==> src/rtl/param_updown_counter.sv <==
// Parametrised up/down modulo counter with enable, clamping parallel load, tc and wrap.
// Define UDC_SATURATE_EN to add the `saturate` input (hold at boundary instead of wrapping).
module param_updown_counter #(
  parameter int unsigned     WIDTH     = 8,
  parameter longint unsigned MAX_VAL   = (64'd1 << WIDTH) - 64'd1,
  parameter longint unsigned RESET_VAL = 0
) (
  input  logic             clk,
  input  logic             reset,
  input  logic             en,
  input  logic             up_down,
  input  logic             load,
  input  logic [WIDTH-1:0] load_val,
`ifdef UDC_SATURATE_EN
  input  logic             saturate,
`endif
  output logic [WIDTH-1:0] count,
  output logic             tc,
  output logic             wrap
);

  localparam logic [WIDTH-1:0] MAXV = WIDTH'(MAX_VAL);
  localparam logic [WIDTH-1:0] RSTV = WIDTH'(RESET_VAL);
  localparam logic [WIDTH-1:0] ONE  = WIDTH'(1);

  logic             sat;
  logic             at_max, at_zero;
  logic [WIDTH-1:0] cnt_nxt;
  logic             wrap_nxt;

`ifdef UDC_SATURATE_EN
  assign sat = saturate;
`else
  assign sat = 1'b0;
`endif

  assign at_max  = (count == MAXV);
  assign at_zero = (count == '0);
  assign tc      = up_down ? at_max : at_zero;

  always_comb begin
    cnt_nxt  = count;
    wrap_nxt = 1'b0;
    if (load) begin
      cnt_nxt = (load_val > MAXV) ? MAXV : load_val;
    end else if (en) begin
      if (up_down) begin
        if (at_max) begin
          // saturating mode parks at the boundary and suppresses the wrap pulse
          cnt_nxt  = sat ? MAXV : '0;
          wrap_nxt = ~sat;
        end else begin
          cnt_nxt = count + ONE;
        end
      end else begin
        if (at_zero) begin
          cnt_nxt  = sat ? '0 : MAXV;
          wrap_nxt = ~sat;
        end else begin
          cnt_nxt = count - ONE;
        end
      end
    end
  end

  always_ff @(posedge clk or posedge reset) begin
    if (reset) begin
      count <= RSTV;
      wrap  <= 1'b0;
    end else begin
      count <= cnt_nxt;
      wrap  <= wrap_nxt;
    end
  end

endmodule

==> config.mk <==
export PLATFORM = sky130hd
export DESIGN_NAME = param_updown_counter
export DESIGN_NICKNAME = d
export VERILOG_FILES = /design/src/rtl/param_updown_counter.sv
export SDC_FILE = /design/constraint.sdc
export NUM_CORES = 1
export LEC_CHECK = 0
export ABC_AREA = 1
export BUFFER_PORTS_ARGS = -buffer_cell sky130_fd_sc_hd__buf_2
export CAP_MARGIN = 10
export CORE_MARGIN = 3
export CORE_UTILIZATION = 51
export DETAILED_ROUTE_END_ITERATION = 8
export GPL_ROUTABILITY_DRIVEN = 0
export GPL_TIMING_DRIVEN = 0
export PLACE_DENSITY = 0.78
export SYNTH_ARGS = -nofsm -noshare
export SYNTH_HDL_FRONTEND = slang
export SYNTH_SLANG_ARGS = --single-unit
==> constraint.sdc <==
create_clock -name clk -period 1.6 [get_ports clk]
set_input_delay 0.16 -clock clk [delete_from_list [all_inputs] [get_ports clk]]
set_output_delay 0.16 -clock clk [all_outputs]
set_load 0.05 [all_outputs]
Word-level counts from Yosys, hierarchy flattened. Index checks and enable logic that the tools add are counted.

Multiplexer cells: 12. Equal/unequal tests: 1. Reduce and logical (&&, ||, !) cells: 2. $lt $le $gt $ge: 1. Add/subtract/negate cells: 2.

Operator list (count): 8-bit 2-to-1 mux (6); 8-bit by 1-bit adder with 8-bit output (second input constant) (1); 8-bit equality test (second input constant) (1); 8-bit greater-than comparator (second input constant) (1); 8-bit zero test (1); 8-bit by 1-bit subtractor with 8-bit output (second input constant) (1); 1-bit 2-to-1 mux (6); 2-bit nonzero test (1).

Output and inout port bits: 10. Flip-flop bits (word level): 9. Bits of input ports: 13.

Logic depth before layout (Yosys ltp).
Depth in word-level cells: 5. Mapped depth: 10.

Least setup slack after synthesis. Ideal clock, no wire load.

Kind: reg2out. Start: reg count[0]. End: out tc. Data required time: 1440 ps. Arrival: 1947 ps. Setup slack: -507 ps. Stages on the path, launching flop included: 7. Cells stage by stage: dfrtp_1 -> inv_1 -> ha_1 -> nand3_2 -> nor2_4 -> nor2_2 -> nor2_1.

Longest elaborated chain between the ends: 2. Elaborated cells on any way between the ends: 3.

Ends and longest elaborated chain: start, declared (line 17) `output logic [WIDTH-1:0] count,`; start signal, assigned (line 71) `count <= cnt_nxt;`; 8-bit equality test or 8-bit zero test (tied branches) (line 37, 38); 1-bit 2-to-1 mux (*) (line 39) `assign tc = up_down ? at_max : at_zero;`; end, declared (line 18) `output logic tc,`.

Every way passes the cells marked *; elsewhere a longest branch is shown, timed or not.

Worst setup path after layout. Ends and elaborated chain as after synthesis.

==> results_dict.tcl <==
set metrics [dict create \
    p_switching_uw 502 \
    ctsLongestPathBuffers 2 \
    ys.flop_type "dfrtp_1" \
    chipWidth_um 48.0 \
    via_count 1090 \
    viasPerCell 5.83 \
    path_max_fanout 4 \
    synth_cell_types 24 \
    synth_warnings 0 \
    use_met1_pct 32.4 \
    first_pass_iters 4 \
    cts.clk_slew.worst_paths_ns 0.07 \
    path_buf_inv 2 \
    core_area_mm2 0.00158 \
    hp-class "in -> reg" \
    pre_cts_slack_ns -0.0731 \
    ioPinCount 23 \
    cp_slowest_cell "dfrtp_2" \
    p_sw_share_pct 47.6 \
    synth_top_area_cell "dfrtp_1" \
    insertion_delay_ns 0.27 \
    cts_tree "done" \
    cp_common_cell "nor2_4" \
    drt-initial-drc-count 50 \
    p_clk_share_pct 17.5 \
    place.detailed.hpwl_um 1840 \
    drtAntennaViolNets 0 \
    grt_pass1_wl_um 4130 \
    async_flop_share_pct 100 \
    timing.final.crit_share_pct 100 \
    worst_pin_slew_ns 0.375 \
    synthCells 135 \
    cts_sinks 9 \
    antenna_found_initial 0 \
    slew_headroom_pct 74.9 \
    busiest_layer "met2" \
    ir_worst_vdd_uv 635 \
    synth.top_cell.area_share_pct 25.1 \
    rows 14 \
    slowest_delay_ns 0.44 \
    crit_chain "ha_2 -> inv_2 -> nor2_4 -> a21oi_4 -> nor2_4 -> buf_8" \
    port_buffers 21 \
    ys_seq_area_share_pct 25.1 \
    cp_data_required_time_ns 1.44 \
    fin_nets 188 \
    drc 0 \
    netlist_area_um2 898 \
    synth_most_common_cell "nand2_1" \
    grt-ovfl-total 0 \
    grt_setup_unrepaired "true" \
    cellPowerDensity_mw_per_mm2 860 \
    met3_usage_pct 6.02 \
    synthTopCellsByCount "nand2_1 (40), nand3_1 (16), inv_1 (13)" \
    critical_path_class "reg -> out" \
    cp-end-kind "primary output" \
    critPathTopFamily "flip-flops" \
    setup_ws_ns -0.00511 \
    total_power_uw 1050 \
    violations "setup timing" \
    grt_max_degree 10 \
    synth.avg_cell_area_um2 6.65 \
    final.min_clock_period_ns 1.61 \
    htreeDepth 1 \
    grt_use_met2_pct 42.7 \
    synthesis.nets 151 \
    n_antenna_cell 0 \
    finClkSkew_ns 0.00588 \
    synth-edff-count 0 \
    start_kind "flop" \
    wire_per_inst_um 15.5 \
    routed_wl_um 2890 \
    start_util_pct 57.0 \
    drv_slew 0 \
    die_h_um 48.0 \
    ys_seq_elements 9 \
    setup_violations 1 \
    synthTopCellsByArea "dfrtp_1 (25%), nand2_1 (17%), nand3_1 (8.9%)" \
    area_growth_pct 36.5 \
    maxCapViolations 0 \
    grt_pass1_vias 941 \
    hold_viol_final 0 \
    dieArea_mm2 0.00230 \
    status "complete, but fails checks" \
    fmax_mhz 623 \
    drive_gt1_share_pct 38.6 \
    grtUsageTotal_pct 26.1 \
    combPwrFrac_pct 54.2 \
    cts_made_buffers 3 \
    cts-root-buf "clkbuf_4" \
    p_leak_uw 0.000618 \
    critPathArrivalTime_ns 1.45 \
    p_seq_share_pct 28.3 \
    internal_power_uw 553 \
]
final timing paths:
| check | slack, ns | cells after the start | from | endpoint |
|---|---|---|---|---|
| setup / recovery | -0.005 | 6 | count[0] | tc |
| hold / removal | 0.13 | 3 | load_val[1] | count[1] |
| setup reg to reg | 0.06 | 8 | count[0] | count[6] |
| hold reg to reg | 0.64 | 2 | count[7] | count[7] |
| max in group asynchronous | 0.89 | 3 | reset | count[6] |
| min in group asynchronous | 0.41 | 3 | reset | count[3] |
flip-flops by register name, summed over array words and instances (netlist names):
register / cells
count: 8
wrap: 1
area by class of cell:
cell class / count / area (um2)
clock buffers: 4 / 26.3
fillers: 113 / 350
well taps: 16 / 20.0
repair buffers: 32 / 200
plain buffers: 4 / 38.8
multi-input cells: 107 / 649
inverters: 15 / 61.3
flip-flops and latches: 9 / 230
cell families after synthesis:
group / share of synthesized area [%]
compound gates: 12.1
xor+xnor: 2.93
buf+inv: 10.9
simple gates: 44.8
flops: 25.1
fa+ha+maj: 4.18
power by group through the flow:
| stage | Clock, uW | Combinational [uW] | Sequential, uW |
|---|---|---|---|
| 5_1_grt | 200 | 613 | 303 |
| 3_5_place_dp | 0 | 467 | 298 |
| 6_report | 185 | 571 | 298 |
| 3_3_place_gp | 0 | 460 | 297 |
| 2_1_floorplan | 0 | 269 | 390 |
| 4_1_cts | 181 | 523 | 295 |
tightest hold or removal path: stages:
cell	delay, ns
buf_2	0.07
nand2_1	0.04
o221ai_1	0.07
cell usage in the layout (no fill, tap or decap), drive strengths merged:
master	Yosys	routed
a21oi	2	2
dlygate4sd3	0	1
inv	15	15
nand3	17	17
o221ai	1	1
nand4	3	3
buf	4	35
nand3b	1	1
nor2	18	18
ha	3	3
a22oi	3	3
nand2	42	42
clkbuf	0	4
dfrtp	9	9
nor3	2	2
xor2	3	3
o21ai	12	12
metal layers:
metal  vias up  part of all wire, %
met2        64                   50
met5         -                    0
met1       501                   38
li1        511                    -
met4         0                  3.4
met3        14                  8.9
metrics by stage:
step	cells	hold slack [ns]	TNS [ns]	util, %	area [um2]
after floorplan	135	-0.0122	-0.00996	-	908
after global placement	172	0.134	-0.0385	65.6	1030
after detailed placement	172	0.144	-0.0731	65.6	1030
after CTS	184	0.130	0	73.7	1160
after global routing	187	0.137	-0.0803	77.8	1230
final	187	0.126	-0.00511	77.8	1230
timing repair:
action	in CTS	in global routing
endpoints found under the setup margin	1	4
pin swaps	3	1
hold buffers	1	0
resized for setup	14	11
hold endpoints to repair	9	0
setup buffers	7	3
Note: power is estimated with default switching activity, not from simulation.
